File: src/rtl/sgen_nco_pkg.sv
// Shared constants and helpers for the sgen_nco multi-channel NCO.
// Latency: n/a (package only).
// Backpressure: n/a.
package sgen_nco_pkg;

    localparam int PIPE_LAT = 3;
    localparam logic [15:0] LFSR_SEED = 16'hACE1;
    // x^16 + x^14 + x^13 + x^11 + 1, taps on register bits 15,13,12,10
    localparam logic [15:0] LFSR_TAPS = 16'hB400;
    localparam longint PI_Q30 = 64'sd3373259426;

    function automatic int ch_width(input int n);
        int w;
        w = 1;
        while ((1 << w) < n) w++;
        return w;
    endfunction

    // round((2^(w-1)-1) * sin(pi/2 * (k+0.5) / 2^d)) using a Q30 Taylor series
    function automatic int lut_entry(input int k, input int d, input int w);
        longint x, x2, mag, s, amp;
        x   = (PI_Q30 * longint'(2 * k + 1)) >>> (d + 2);
        x2  = (x * x) >>> 30;
        mag = x;
        s   = x;
        for (int n = 1; n <= 8; n++) begin
            mag = ((mag * x2) >>> 30) / longint'((2 * n) * (2 * n + 1));
            s   = (n % 2 == 1) ? s - mag : s + mag;
        end
        amp = (longint'(1) <<< (w - 1)) - 1;
        return int'((amp * s + (longint'(1) <<< 29)) >>> 30);
    endfunction

endpackage

File: src/rtl/sgen_nco_qlut.sv
// Quarter-wave LUT lookup with mirrored address and quadrant sign reconstruction.
// Latency: 2 cycles from i_vld to o_valid; channel tag travels alongside.
// Backpressure: none; i_flush drops in-flight samples, outputs hold on bubbles.
module sgen_nco_qlut
    import sgen_nco_pkg::*;
#(
    parameter int gp_lut_depth = 8,
    parameter int gp_out_width = 12,
    parameter int gp_ch_width  = 2
) (
    input  logic                      i_clk,
    input  logic                      i_rst_an,
    input  logic                      i_flush,
    input  logic                      i_vld,
    input  logic [gp_ch_width-1:0]    i_ch,
    input  logic [gp_lut_depth+1:0]   i_idx,
    output logic                      o_valid,
    output logic [gp_ch_width-1:0]    o_ch,
    output logic [gp_out_width-1:0]   o_sin,
    output logic [gp_out_width-1:0]   o_cos
);

    localparam int D  = gp_lut_depth;
    localparam int W  = gp_out_width;
    localparam int C  = gp_ch_width;
    localparam int LW = W - 1;

    logic [LW-1:0] lut [2**D];

    for (genvar k = 0; k < 2**D; k++) begin : g_lut
        localparam logic [LW-1:0] LV = LW'(lut_entry(k, D, W));
        assign lut[k] = LV;
    end

    logic [D-1:0]          addr;
    logic [1:0]            quad;
    logic [1:0]            q1;
    logic [LW-1:0]         l_a;
    logic [LW-1:0]         l_m;
    logic [C-1:0]          ch1;
    logic [PIPE_LAT-2:0]   vld_sr;
    logic [W-1:0]          sin_nxt;
    logic [W-1:0]          cos_nxt;
    logic [W-1:0]          pa;
    logic [W-1:0]          pm;

    assign quad = i_idx[D+1:D];
    assign addr = i_idx[D-1:0];

    // Half-LSB sampled table makes L[~a] the exact cosine partner of L[a]
    always_comb begin
        pa      = {1'b0, l_a};
        pm      = {1'b0, l_m};
        sin_nxt = pa;
        cos_nxt = pm;
        case (q1)
            2'd0: begin sin_nxt = pa;  cos_nxt = pm;  end
            2'd1: begin sin_nxt = pm;  cos_nxt = -pa; end
            2'd2: begin sin_nxt = -pa; cos_nxt = -pm; end
            default: begin sin_nxt = -pm; cos_nxt = pa; end
        endcase
    end

    always_ff @(posedge i_clk or negedge i_rst_an) begin
        if (!i_rst_an) begin
            vld_sr <= '0;
            q1     <= '0;
            l_a    <= '0;
            l_m    <= '0;
            ch1    <= '0;
            o_ch   <= '0;
            o_sin  <= '0;
            o_cos  <= '0;
        end else begin
            vld_sr <= i_flush ? '0 : {vld_sr[PIPE_LAT-3:0], i_vld};
            if (i_vld) begin
                q1  <= quad;
                l_a <= lut[addr];
                l_m <= lut[~addr];
                ch1 <= i_ch;
            end
            if (vld_sr[0] && !i_flush) begin
                o_ch  <= ch1;
                o_sin <= sin_nxt;
                o_cos <= cos_nxt;
            end
        end
    end

    assign o_valid = vld_sr[PIPE_LAT-2];

endmodule

File: src/rtl/sgen_nco_mc.sv
// Round-robin multi-channel quadrature NCO; optional phase dither under SGEN_NCO_DITHER_EN.
// Latency: 3 cycles from the serving (stage-0) edge to o_valid.
// Backpressure: none; i_ena low inserts bubbles, i_sync restarts all channels.
module sgen_nco_mc
    import sgen_nco_pkg::*;
#(
    parameter int gp_phase_width = 24,
    parameter int gp_lut_depth   = 8,
    parameter int gp_out_width   = 12,
    parameter int gp_channels    = 4
) (
    input  logic                                i_clk,
    input  logic                                i_rst_an,
    input  logic                                i_ena,
    input  logic                                i_sync,
    input  logic                                i_cfg_we,
    input  logic [ch_width(gp_channels)-1:0]    i_cfg_ch,
    input  logic [gp_phase_width-1:0]           i_cfg_fcw,
    input  logic [gp_phase_width-1:0]           i_cfg_poff,
    output logic                                o_valid,
    output logic [ch_width(gp_channels)-1:0]    o_ch,
    output logic [gp_out_width-1:0]             o_sin,
    output logic [gp_out_width-1:0]             o_cos
);

    localparam int P  = gp_phase_width;
    localparam int D  = gp_lut_depth;
    localparam int W  = gp_out_width;
    localparam int N  = gp_channels;
    localparam int C  = ch_width(N);
    localparam int IW = D + 2;

    logic [P-1:0]  acc      [N];
    logic [P-1:0]  sh_fcw   [N];
    logic [P-1:0]  sh_poff  [N];
    logic [P-1:0]  act_fcw  [N];
    logic [P-1:0]  act_poff [N];
    logic [C-1:0]  r_ch;
    logic          commit;
    logic [P-1:0]  cur_fcw;
    logic [P-1:0]  cur_poff;
    logic [P-1:0]  dith;
    logic          s0_vld;
    logic [C-1:0]  s0_ch;
    logic [IW-1:0] s0_idx;

    // Frame-start commit is visible to the channel served in the same cycle
    assign commit   = i_ena && (r_ch == '0);
    assign cur_fcw  = commit ? sh_fcw[r_ch]  : act_fcw[r_ch];
    assign cur_poff = commit ? sh_poff[r_ch] : act_poff[r_ch];

`ifdef SGEN_NCO_DITHER_EN
    localparam int DR_RAW = P - 2 - D;
    localparam int DR     = (DR_RAW > 16) ? 16 : DR_RAW;

    if (DR > 0) begin : g_dith
        logic [15:0] lfsr;
        always_ff @(posedge i_clk or negedge i_rst_an) begin
            if (!i_rst_an) begin
                lfsr <= LFSR_SEED;
            end else if (i_sync) begin
                lfsr <= LFSR_SEED;
            end else if (i_ena) begin
                lfsr <= {lfsr[14:0], ^(lfsr & LFSR_TAPS)};
            end
        end
        assign dith = {{(P - DR){1'b0}}, lfsr[DR-1:0]};
    end else begin : g_nodith
        assign dith = '0;
    end
`else
    assign dith = '0;
`endif

    always_ff @(posedge i_clk or negedge i_rst_an) begin
        if (!i_rst_an) begin
            for (int i = 0; i < N; i++) begin
                acc[i]      <= '0;
                sh_fcw[i]   <= '0;
                sh_poff[i]  <= '0;
                act_fcw[i]  <= '0;
                act_poff[i] <= '0;
            end
            r_ch   <= '0;
            s0_vld <= 1'b0;
            s0_ch  <= '0;
            s0_idx <= '0;
        end else begin
            for (int i = 0; i < N; i++) begin
                if (i_cfg_we && (i_cfg_ch == C'(i))) begin
                    sh_fcw[i]  <= i_cfg_fcw;
                    sh_poff[i] <= i_cfg_poff;
                end
            end
            if (i_sync) begin
                for (int i = 0; i < N; i++) begin
                    acc[i]      <= '0;
                    act_fcw[i]  <= sh_fcw[i];
                    act_poff[i] <= sh_poff[i];
                end
                r_ch   <= '0;
                s0_vld <= 1'b0;
            end else if (i_ena) begin
                if (commit) begin
                    for (int i = 0; i < N; i++) begin
                        act_fcw[i]  <= sh_fcw[i];
                        act_poff[i] <= sh_poff[i];
                    end
                end
                acc[r_ch] <= acc[r_ch] + cur_fcw;
                r_ch      <= (r_ch == C'(N - 1)) ? '0 : r_ch + 1'b1;
                s0_vld    <= 1'b1;
                s0_ch     <= r_ch;
                // Only quadrant + LUT address bits travel further down the pipe
                s0_idx    <= IW'((acc[r_ch] + cur_poff + dith) >> (P - IW));
            end else begin
                s0_vld <= 1'b0;
            end
        end
    end

    sgen_nco_qlut #(
        .gp_lut_depth (D),
        .gp_out_width (W),
        .gp_ch_width  (C)
    ) u_qlut (
        .i_clk    (i_clk),
        .i_rst_an (i_rst_an),
        .i_flush  (i_sync),
        .i_vld    (s0_vld),
        .i_ch     (s0_ch),
        .i_idx    (s0_idx),
        .o_valid  (o_valid),
        .o_ch     (o_ch),
        .o_sin    (o_sin),
        .o_cos    (o_cos)
    );

endmodule

File: config.mk
export PLATFORM = sky130hd
export DESIGN_NAME = sgen_nco_mc
export DESIGN_NICKNAME = d
export VERILOG_FILES = /design/src/rtl/sgen_nco_pkg.sv /design/src/rtl/sgen_nco_qlut.sv /design/src/rtl/sgen_nco_mc.sv
export SDC_FILE = /design/constraint.sdc
export NUM_CORES = 1
export LEC_CHECK = 0
export BUFFER_PORTS_ARGS = -buffer_cell sky130_fd_sc_hd__buf_2
export CAP_MARGIN = 5
export CORE_MARGIN = 2
export CORE_UTILIZATION = 45
export CTS_BUF_LIST = sky130_fd_sc_hd__clkbuf_2 sky130_fd_sc_hd__clkbuf_4 sky130_fd_sc_hd__clkbuf_8
export CTS_CLUSTER_DIAMETER = 40
export DETAILED_ROUTE_END_ITERATION = 6
export GPL_TIMING_DRIVEN = 0
export PLACE_DENSITY = 0.59
export RECOVER_POWER = 25
export SYNTH_ARGS = -nofsm -noshare
export SYNTH_HDL_FRONTEND = slang
export SYNTH_SLANG_ARGS = --single-unit
File: constraint.sdc
create_clock -name i_clk -period 14.3 [get_ports i_clk]
set_input_delay 0.715 -clock i_clk [delete_from_list [all_inputs] [get_ports i_clk]]
set_output_delay 0.715 -clock i_clk [all_outputs]
set_load 0.01 [all_outputs]
======== Word level (Yosys, flattened, before mapping) ========
Memory sizes are Yosys's and may differ from the RTL's. A register that Yosys moved wholly into a read port is not among the register bits.
Index checks and enable logic that the tools add are counted.
Widths: inputs -> output; s select.
cells by class
  multiplexer cells ....................... 36
  div/mod/pow operators ................... 0
  equal/unequal tests ..................... 6
  reductions and logical operators ........ 17
  add/subtract/negate cells ............... 5
  multiply operators ...................... 0
  shift-type cells ........................ 0
  bitwise gates (word level) .............. 5
  order comparisons ....................... 2
operators with widths
  cell                 number
  $mux 96              8
  $mux 24              13
  $bmux 24 s2          5
  $bwmux 96            1
  $pmux 12 s3          2
  $add 24x24->24       2
  $demux 24 s2         1
  $neg 11->12          2
  $not 8->9            2
  $eq 2x2->1 const B   4
  $mux 2               4
  $not 8->8            1
  $logic_and 1x1->1    7
  $logic_not 2->1      3
  $eq 2x1->1 const B   2
  $reduce_and 2->1     2
  $reduce_bool 2->1    2
  $ge 3x3->1 const B   1
  $logic_not 1->1      3
  $lt 3x1->1 const B   1
  $not 2->3            1
  $add 2x1->2 const B  1
  $mux 1               2
  $not 1->1            1
storage, ports and cells
  memory bits (writable) .................. 0
  output and inout bits ................... 27
  latch bits .............................. 0
  memories kept ........................... 2
  register bits ........................... 527
  input port bits ......................... 55
  word-level logic and storage cells ...... 103
  ROM bits ................................ 5632
memories
  name             depth  width  rd ports  clocked after Yosys merged registers in  write ports  RTL line             text
  (no name shown)  256    11     1         1                                        0            sgen_nco_qlut.sv:79  l_m <= lut[~addr];
  (no name shown)  256    11     1         1                                        0            sgen_nco_qlut.sv:78  l_a <= lut[addr];

======== Logic depth before layout (Yosys ltp) ========
Gate-level depths: netlist of run 1.
  depth in word-level cells ............... 9
  gate-level depth with buffers ........... 16
  depth with buffers taken out ............ 14

======== By module ========
Synthesis of run 1 repeated with hierarchy kept, for this count alone.
second synthesis, totals
  cell total of the unflattened synthesis .. 2830
  area, all modules ....................... 31437.7 µm²
modules (own cells, without submodules)
  module         seq. area each (µm²)  area an instance (µm²)  instances  cells an instance
  sgen_nco_mc    12386.9               23717.7                 1          1737
  sgen_nco_qlut  1351.3                7719.9                  1          1093

======== Worst setup path before layout of run 1 ========
OpenSTA, ideal clock, no wires.
  path kind ............................... reg2reg
  from .................................... register r_ch[0]
  to ...................................... register s0_idx[9]
  library setup time ...................... 0.069 ns
  stages on the path, launching flop included .. 16
  data required time ...................... 14.231 ns
  buffers on the path ..................... 4
  path slack .............................. 9.777 ns
  clock period less this slack ............ 4.523 ns
  arrival ................................. 4.454 ns
  cells stage by stage .................... dfrtp_1 > buf_6 > buf_2 > buf_2 > buf_1 > mux4_2 > mux2_2 > ha_1 > a211oi_1 > o21ai_0 > a211oi_1 > a21oi_2 > o41ai_4 > o221ai_2 > or4_1 > nand3_1
between the ends
  word-level cells in the longest chain between the ends .. 6
  elaborated cells between the ends (all ways) .. 14
  those cells by class .................... add/sub: 1; mux: 10; bitwise: 1; reduce/logical: 2
RTL lines
  element                                     RTL line                               text
  start: declaration                          sgen_nco_mc.sv:38                      logic [C-1:0] r_ch;
  start signal: assignment                    sgen_nco_mc.sv:111                     r_ch <= (r_ch == C'(N - 1)) ? '0 : r_ch + 1'b1;
  $not 2->3 (implied by the code)             sgen_nco_mc.sv:50, sgen_nco_mc.sv:115
  $bmux 24 s2                                 sgen_nco_mc.sv:50                      assign cur_poff = commit ? sh_poff[r_ch] : act_poff[r_ch];
  $mux 24 (implied by the code) (2 in a row)  sgen_nco_mc.sv:50
  $mux 24                                     sgen_nco_mc.sv:50
  $add 24x24->24 (*)                          sgen_nco_mc.sv:115                     s0_idx <= IW'((acc[r_ch] + cur_poff + dith) >> (P - IW));
  end signal: assignment                      sgen_nco_mc.sv:115
  end: declaration                            sgen_nco_mc.sv:45                      logic [IW-1:0] s0_idx;
Every way passes the cells marked *; elsewhere a longest branch is shown, timed or not. The select of a mux whose other input is x is not followed.
A chain may end at the register's enable or synchronous reset.

==> results.toml, run 1 <==
[pwr]
vdd_ir_drop_max_v = 0.0000997
swShare_pct = 47.6
leakagePower_uw = 0.0145
clkPwrFrac_pct = 20.9
p_int_uw = 4220
seqPwrFrac_pct = 26.8
p_per_area_nw_per_um2 = 229
combPwrFrac_pct = 52.3
netSwitchingPower_uw = 3840

[route]
final_antenna_net_count = 0
drt_pass1_iterations = 6
finalWirelength_um = 124000
via_per_inst = 6.48
wl_per_cell_um = 31.5
vias = 25500
drc = 0
drt-initial-drc-count = 2583

[sta]
maxSlewViolCount = 128
fmax_ghz = 0.142
hold_viol = 0
tightest_slew_ns = 4.53
timing.final.crit_share_pct = 49.3
slew_headroom_pct = -202
rsz0062_at_grt = "no"
fin_skew_ns = 0.0678
finalSetupViolCount = 0
setup-tns-final_ns = 0
holdWs_ns = 0.258
timing.final.crit_period_ns = 7.05

[floorplan]
die_h_um = 267
die-width_um = 267
io_pins = 82
die_area_um2 = 71300
core_area_um2 = 68600
start_util_pct = 45.4
row_count = 96

[hold_path]
hold_path.class = "input pin to register"

[logic_synthesis]
synth_most_common_cell = "dfrtp_1"
synth_top_area_cell = "dfrtp_1"
synth_edf_count = 0
synth_cell_types = 77
async_flop_share_pct = 100
syn_avg_cell_area_um2 = 11.4
ys_warn_count = 0
synth_area_um2 = 31100
ys.flop_type = "dfrtp_1"
synth.area.top_cells = "dfrtp_1 44%, mux2_2 16%, mux4_2 9.3%, ha_1 2.7%, a21oi_1 2.5%"
ys_seq_area_share_pct = 44.1
syn_nets = 2866
synthDominantCellAreaShare_pct = 44.1
synth_common_cells = "549 x dfrtp_1, 444 x mux2_2, 196 x nand2_1, 183 x clkbuf_1, 156 x a21oi_1"
synthCells = 2743
synth-seq-cells = 549

[grt]
grt_overflow_total = 0
grt_use_total_pct = 35.2
antenna_found_initial = 5
grt_pass1_vias = 26000
grt_max_degree = 128
grt_pass1_wl_um = 181000

[critical_path]
worst_path_most_repeated_cell = "buf_16"
crit_path_start_kind = "input pin"
reg2reg_slack_ns = 8.03
slowest_stage = "clkbuf_1"
cp_max_fo = 127
crit_chain = "dlygate4sd3_1 -> clkbuf_1 -> clkbuf_1 -> buf_16 -> buf_16 -> buf_16"
critPathCaptureType = "asynchronous set/reset pin"
crit_family = "buffers and inverters"
crit_type = "input pin to asynchronous set/reset pin"
required_ns = 15.05
cpPeakStageDelay_ns = 3.26
cp.arrival_ns = 7.79
cp_num_buf_inv = 6

[cts]
cts_htree_levels = 3
cts_tree = "done"
clock_latency_ns = 0.73
cts.sink_count = 549
post_cts_buffers = 0
clk_pin_slew_ns = 0.06
clk_path_buf_depth = 3
numCtsBuffers = 98
clockRootBuffer = "clkbuf_8"

[placed_design]
port_buffers = 79
hpwl_um = 88700
dpl_cell_area_um2 = 32900
place_congestion = 1.10

[status]
violations = "max-capacitance violations, max-slew violations"
outcome = "complete, but fails checks"

[layout]
regArea_um2 = 13700
final_nets = 3053
drive_above_1_share_pct = 29.0
final_area_um2 = 35200
fillers = 6139
multi_input_comb_area_um2 = 16300
syn_to_final_growth_pct = 13.0

[flow_run]
max-cap-violations = 2
[power groups by stage]
stage	registers, µW	clock network [µW]	logic [µW]
finish	2160	1690	4210
global route	2200	1790	4310
CTS	2150	1720	3980
detailed placement	2180	0	3970
global placement	2160	0	4020
floorplan	2100	0	2370
[area by class of cell]
| cell class | count | area share [%] |
|---|---|---|
| clock inverters | 33 | 1.41 |
| flip-flops and latches | 549 | 39.1 |
| multi-input cells | 1916 | 46.4 |
| diodes | 4 | 0.0285 |
| well taps | 931 | 3.31 |
| repair buffers | 87 | 1.52 |
| clock buffers | 143 | 5.22 |
| plain buffers | 242 | 2.67 |
| inverters | 36 | 0.384 |
[through the flow]
step	std cells	worst slack, ns	utilization (%)	total power [µW]
after floorplan	2743	9.78	-	4460
after global placement	3753	1.58	47.7	6180
after detailed placement	3759	7.91	47.9	6150
after CTS	3936	7.96	51.3	7860
after global routing	3939	5.88	51.3	8300
final	3941	7.25	51.3	8060
[per-layer routing]
metal,GRT usage [%],share of wire [%],up-vias,wire length [µm]
li1,-,-,10700,-
met1,44.9,39,13100,48800
met2,55.7,46,1326,57300
met3,6.56,7.5,431,9290
met4,21.6,7.2,2,8920
met5,0,0.0072,-,9
[cells by family (layout without fill, tap and decap cells)]
family | after synthesis | after routing | synth area share (%)
other cells | 0 | 4 | 0
simple gates | 556 | 556 | 8.21
buf+inv | 278 | 541 | 3.45
fa+ha+maj | 69 | 69 | 2.79
mux | 593 | 593 | 26.0
compound gates | 654 | 654 | 14.2
xor+xnor | 44 | 44 | 1.24
flops | 549 | 549 | 44.1
[final timing paths]
kind	start	end	cells past startpoint
min in group asynchronous	i_rst_an	u_qlut.o_cos[1]$_DFFE_PN0P_	2
max reg2reg	r_ch[1]$_DFFE_PN0P_	s0_idx[6]$_DFFE_PN0P_	14
max in group i_clk	r_ch[1]$_DFFE_PN0P_	s0_idx[6]$_DFFE_PN0P_	14
max	i_rst_an	act_poff[60]$_DFFE_PN0P_	6
min reg2reg	u_qlut.o_sin[11]$_DFFE_PN0P_	u_qlut.o_sin[11]$_DFFE_PN0P_	2
min	i_cfg_fcw[7]	sh_fcw[55]$_DFFE_PN0P_	2
[worst reg2reg max path, stage by stage (launching register included)]
cell and delay [ns]:
dfrtp_1 0.47, buf_1 0.61, clkbuf_1 0.78, clkbuf_1 0.83, mux4_2 0.41, mux2_2 0.31, ha_1 0.31, o211ai_1 0.11
a2111oi_0 1.03, o2111ai_2 0.31, a21oi_2 0.29, o41ai_4 0.13, a21boi_0 0.35, nor3_1 0.09, o31ai_1 0.20
[state kept, by name (all words and copies together) (netlist names)]
register and flops:
u_qlut.o_ch 2, act_poff 96, u_qlut.ch1 2, sh_fcw 96, s0_idx 10, u_qlut.vld_sr 2
sh_poff 96, u_qlut.o_cos 12, r_ch 2, u_qlut.l_m 11, s0_vld 1, acc 96
u_qlut.l_a 11, act_fcw 96, u_qlut.o_sin 12, u_qlut.q1 2, s0_ch 2
[cells in the final DEF (no fill, tap or decap), drive strengths merged, types with 61 or more instances in the layout]
cell,Yosys,layout
mux4,129,129
nand2,196,196
dfrtp,549,549
ha,67,67
nor2,145,145
a22o,61,61
o21ai,142,142
clkbuf,183,329
a21oi,157,157
buf,59,142
mux2,444,444
[what timing repair did]
action	CTS	global route
gates resized for setup	0	0
hold buffers	1	0
hold endpoints to repair	44	0
(Power assumes the default switching activity.)
==> run 2: changes to the inputs <==
PLACE_DENSITY = 0.61   (was 0.59)
clock period = 5.95 ns   (was 14.3 ns; I/O delays follow)
==> run 2 against run 1 <==
The run ends with max-capacitance violations, max-slew violations, negative setup slack left. Critical path type is now register to register. Largest power group unchanged. Global-route usage rose by 0.30 points. Setup slack worse by 7.4 ns. Via count grew 0.56%. Combinational power rose by 140%. Critical path depth up 7.
==> results.toml, run 2 (synthesis results as in run 1) <==
[status]
outcome = "complete, but fails checks"
violations = "max-capacitance violations, max-slew violations, negative setup slack"

[sta]
fmax_ghz = 0.163
tightest_slew_ns = 3.55
timing.final.crit_period_ns = 6.13
slew_headroom_pct = -137
rsz0062_at_grt = "no"
finalSetupViolCount = 1
fin_skew_ns = 0.0721
hold_viol = 0
fin_ws_ns = -0.175
setup-tns-final_ns = -0.175
maxSlewViolCount = 59
timing.final.crit_share_pct = 103

[route]
drt-initial-drc-count = 2588
wl_per_cell_um = 31.6
final_antenna_net_count = 0
drc = 0
via_per_inst = 6.44
vias = 25700
finalWirelength_um = 126000
drt_pass1_iterations = 6

[cts]
clk_pin_slew_ns = 0.06
cts.sink_count = 549
numCtsBuffers = 95
clk_path_buf_depth = 3
post_cts_buffers = 0
clockRootBuffer = "clkbuf_8"
clock_latency_ns = 0.74
cts_tree = "done"
cts_htree_levels = 3

[critical_path]
cpPeakStageDelay_ns = 0.79
slowest_stage = "dfrtp_1"
r2r-end = "u_qlut.l_m[2]$_DFFE_PN0P_"
crit_path_start_kind = "register"
crit_type = "register to register"
worstReg2RegStart = "s0_idx[1]$_DFFE_PN0P_"
critPathCaptureType = "register"
crit_chain = "clkbuf_1 -> clkbuf_2 -> inv_1 -> ha_1 -> clkbuf_1 -> clkbuf_2 -> clkdlybuf4s15_2 -> o22ai_1 -> a211oi_1 -> a31oi_1 -> o21ai_0 -> a21oi_1 -> mux2_2"
cp.arrival_ns = 6.72
required_ns = 6.54
reg2reg_slack_ns = -0.18
r2r_cells = 13
crit_family = "buffers and inverters"
cp_num_buf_inv = 6
cp_max_fo = 10

[grt]
grt_use_total_pct = 35.5
antenna_found_initial = 5
grt_pass1_vias = 26300
top_usage_layer = "met2"
grt_max_degree = 130
met1_usage_pct = 44.4
grtUsageMet2_pct = 58.1
grt_overflow_total = 0
grt_pass1_wl_um = 183000
grtUsageMet3_pct = 6.81

[layout]
final_nets = 3096
fillers = 6098
layout_commonest_cell = "dfrtp_1"
regArea_um2 = 13700
drive_above_1_share_pct = 28.8
syn_to_final_growth_pct = 14.4
fin_cells = 3984
final_cell_mix = "549 x dfrtp_1, 444 x mux2_2, 196 x nand2_1"
final_area_um2 = 35600
fin_util_pct = 51.9
multi_input_comb_area_um2 = 16300

[flow_run]
max-cap-violations = 2

[pwr]
leakagePower_uw = 0.0147
vdd_ir_drop_max_v = 0.000355
p_per_area_nw_per_um2 = 543

[floorplan]
core_area_um2 = 68600
die-width_um = 267
die_h_um = 267
row_count = 96
die_area_um2 = 71300
io_pins = 82
start_util_pct = 45.4

[hold_path]
min_delay_path_depth = 2
min_to = "r_ch[1]$_DFFE_PN0P_"
worstHoldStart = "i_sync"
hold_path.class = "input pin to register"

[placed_design]
place_congestion = 1.05
port_buffers = 79
dp_cells = 3757
hpwl_um = 89200
dpl_cell_area_um2 = 32800
[run 2: cell count changes in the layout (fill, tap and decap cells not counted), sizes merged]
| cell | before | now |
|---|---|---|
| clkdlybuf4s15 | 0 | 2 |
| clkinv | 19 | 14 |
| bufinv | 8 | 11 |
| inv | 38 | 42 |
| clkinvlp | 4 | 3 |
| buf | 142 | 133 |
| dlygate4sd3 | 1 | 50 |
[run 2: layout make-up]
type,instances,share of cell area [%]
diodes,4,0.0281
plain buffers,242,2.71
clock buffers,139,4.90
clock inverters,34,1.46
inverters,36,0.379
multi-input cells,1916,45.9
flip-flops and latches,549,38.6
well taps,931,3.27
repair buffers,133,2.82
[run 2: worst max path at each step]
stage	depth (start not counted)	from	endpoint	slack, ns
finish	13	s0_idx[1]$_DFFE_PN0P_	u_qlut.l_m[2]$_DFFE_PN0P_	-0.18
CTS	14	r_ch[0]$_DFFE_PN0P_	acc[23]$_DFFE_PN0P_	0.02
global route	14	r_ch[0]$_DFFE_PN0P_	acc[23]$_DFFE_PN0P_	0.009
detailed placement	14	r_ch[1]$_DFFE_PN0P_	acc[23]$_DFFE_PN0P_	-0.40
global placement	1	i_rst_an	u_qlut.o_cos[11]$_DFFE_PN0P_	-6.23
floorplan	15	r_ch[0]$_DFFE_PN0P_	s0_idx[9]$_DFFE_PN0P_	1.43
[run 2: routing by layer]
| metal | routed length, µm | vias up |
|---|---|---|
| met5 | 0 | - |
| met4 | 8140 | 0 |
| met3 | 8390 | 362 |
| met2 | 59300 | 1202 |
| met1 | 50100 | 13300 |
| li1 | - | 10800 |
[run 2: what timing repair did]
action                     4_1_cts  5_1_grt
hold buffers                    50        0
hold endpoints to repair       252        0
setup endpoints to repair       55       21
resized for setup               11       12
[run 2: through the flow]
| step | setup slack, ns | hold slack, ns | total power (µW) |
|---|---|---|---|
| 2_1_floorplan | 1.43 | 0.00191 | 10700 |
| 3_5_place_dp | -0.401 | 0.276 | 14800 |
| 6_report | -0.175 | 0.0817 | 19300 |
| 3_3_place_gp | -6.23 | 0.454 | 14800 |
| 4_1_cts | 0.0165 | 0.0574 | 18900 |
| 5_1_grt | 0.00874 | 0.113 | 19900 |
[run 2: power breakdown]
| group | switching, µW | internal [µW] |
|---|---|---|
| Sequential | 621 | 4580 |
| Combinational | 6870 | 3210 |
| Clock | 1660 | 2390 |
[run 2: worst reg2reg max path: cells and delay by family, from the launching register on]
kind / cells / cell delay, ns
AO/OA/AOI/OAI: 5 / 1.70
multiplexers: 1 / 0.37
buffers and inverters: 6 / 2.72
flip-flops: 1 / 0.79
adder cells (fa/ha/maj): 1 / 0.42
==> run 3: changes to the inputs <==
CELL_PAD_IN_SITES_DETAIL_PLACEMENT = 1   (was not set)
CELL_PAD_IN_SITES_GLOBAL_PLACEMENT = 1   (was not set)
PLACE_DENSITY = 0.73   (was 0.61)
==> run 3 against run 2 <==
Global-route usage is 5.4 points higher. Clock power is 3% lower. Sequential share of layout area is 0.098 points higher. The flow finishes with violations (max-capacitance violations, max-slew violations). Non-clock buffer count is 1 lower. Combinational power hardly changed. Critical path type unchanged. Largest power group unchanged. Sequential cell count stayed put. First-iteration DRC count is 12% higher. Largest cell class unchanged. Clock-buffer cell count is 4 higher.
==> results.toml, run 3 (synthesis results as in run 1) <==
[route]
wl_per_cell_um = 36.3
finalWirelength_um = 145000
final_antenna_net_count = 0
vias = 26900
drc = 0
via_per_inst = 6.74
drt_pass1_iterations = 6
drt-initial-drc-count = 2891

[cts]
clock_latency_ns = 0.74
clk_path_buf_depth = 3
cts.sink_count = 549
numCtsBuffers = 99
cts_tree = "done"
post_cts_buffers = 0
clk_pin_slew_ns = 0.06
clockRootBuffer = "clkbuf_8"
cts_htree_levels = 3

[pwr]
vdd_ir_drop_max_v = 0.000343
leakagePower_uw = 0.0147
p_per_area_nw_per_um2 = 554

[layout]
syn_to_final_growth_pct = 14.1
final_area_um2 = 35500
final_cell_mix = "549 x dfrtp_1, 435 x mux2_2, 196 x nand2_1"
fin_util_pct = 51.8
layout_commonest_cell = "dfrtp_1"
fin_cells = 3987
drive_above_1_share_pct = 28.8
fillers = 7176
final_nets = 3099

[grt]
grt_use_total_pct = 40.8
grt_max_degree = 135
grt_pass1_wl_um = 209000
grt_pass1_vias = 29200
grt_overflow_total = 0
antenna_found_initial = 6

[critical_path]
required_ns = 6.55
cp_max_fo = 10
cp.arrival_ns = 6.46
crit_path_start_kind = "register"
crit_type = "register to register"
reg2reg_slack_ns = 0.08
r2r-end = "u_qlut.l_a[1]$_DFFE_PN0P_"
critPathCaptureType = "register"
r2r_cells = 13
worstReg2RegStart = "s0_idx[1]$_DFFE_PN0P_"

[floorplan]
die-width_um = 267
die_h_um = 267
start_util_pct = 45.4
die_area_um2 = 71300
io_pins = 82
core_area_um2 = 68600
row_count = 96

[placed_design]
place_congestion = 1.02
place_ws_ns = -0.627
port_buffers = 79
hpwl_um = 95800
dpl_cell_area_um2 = 32800
dp_cells = 3757

[sta]
rsz0062_at_grt = "no"
finalSetupViolCount = 0
fin_ws_ns = 0.0845
hold_viol = 0
maxSlewViolCount = 81
fmax_ghz = 0.170
holdWs_ns = 0.0415
fin_skew_ns = 0.0609
timing.final.crit_share_pct = 98.6
tightest_slew_ns = 4.59
slew_headroom_pct = -206
timing.final.crit_period_ns = 5.87

[hold_path]
hold_path.class = "input pin to register"
min_to = "r_ch[1]$_DFFE_PN0P_"
worstHoldStart = "i_ena"
min_delay_path_depth = 3

[status]
outcome = "complete, but fails checks"
violations = "max-capacitance violations, max-slew violations"

[flow_run]
max-cap-violations = 1
## run 3: where the power goes
part	total (µW)	switching [µW]	internal (µW)
combinational	10400	7220	3220
sequential	5310	734	4580
clock	3930	1780	2150
## run 3: worst max-delay path, stage by stage (launching register included)
cell and delay, ns:
dfrtp_1 0.69, clkbuf_1 0.46, clkbuf_2 0.47, inv_1 0.39, ha_1 0.43, clkbuf_1 0.38
or2_2 0.19, clkbuf_1 0.59, o21ai_0 0.25, o21ai_0 0.35, a221oi_1 0.19, o41ai_1 0.78
mux2i_1 0.26, mux2_2 0.32
## run 3: layer usage
metal  track usage, %  wire, µm  up-vias
li1                 -         -    10800
met1             48.4     53800    14000
met2             67.7     69600     1526
met3             7.67      9780      576
met4             27.9     11500        4
met5                0        23        -
## run 3: worst max path at each step
stage,from,to,cells past startpoint
2_1_floorplan,r_ch[0]$_DFFE_PN0P_,s0_idx[9]$_DFFE_PN0P_,15
3_3_place_gp,i_rst_an,u_qlut.o_sin[8]$_DFFE_PN0P_,1
3_5_place_dp,s0_idx[1]$_DFFE_PN0P_,u_qlut.l_m[2]$_DFFE_PN0P_,13
4_1_cts,r_ch[0]$_DFFE_PN0P_,acc[47]$_DFFE_PN0P_,14
5_1_grt,r_ch[0]$_DFFE_PN0P_,acc[92]$_DFFE_PN0P_,15
6_report,s0_idx[1]$_DFFE_PN0P_,u_qlut.l_a[1]$_DFFE_PN0P_,13
## run 3: final cells by class
type / count / area, µm² / area share [%]
antenna: 7 / 17.5 / 0.0493
buffer: 241 / 962 / 2.71
clock buffer: 143 / 1840 / 5.19
clock inverter: 31 / 310 / 0.873
inverter: 36 / 135 / 0.380
multi-input combinational: 1916 / 16400 / 46.0
sequential: 549 / 13700 / 38.7
tap: 931 / 1160 / 3.28
timing repair buffer: 133 / 1010 / 2.84
## run 3: repair_timing
item | in CTS | in global routing
hold buffers | 49 | 0
resized for setup | 11 | 17
pin swaps | 0 | 0
gates cloned | 0 | 0
hold endpoints to repair | 272 | 0
setup endpoints to repair | 46 | 27
## run 3: per-stage QoR
step / setup TNS, ns / power, µW
after CTS: 0 / 19000
after global placement: -3333.31 / 14900
final: 0 / 19700
after global routing: 0 / 20200
after detailed placement: -7.61 / 15000
after floorplan: 0 / 10700
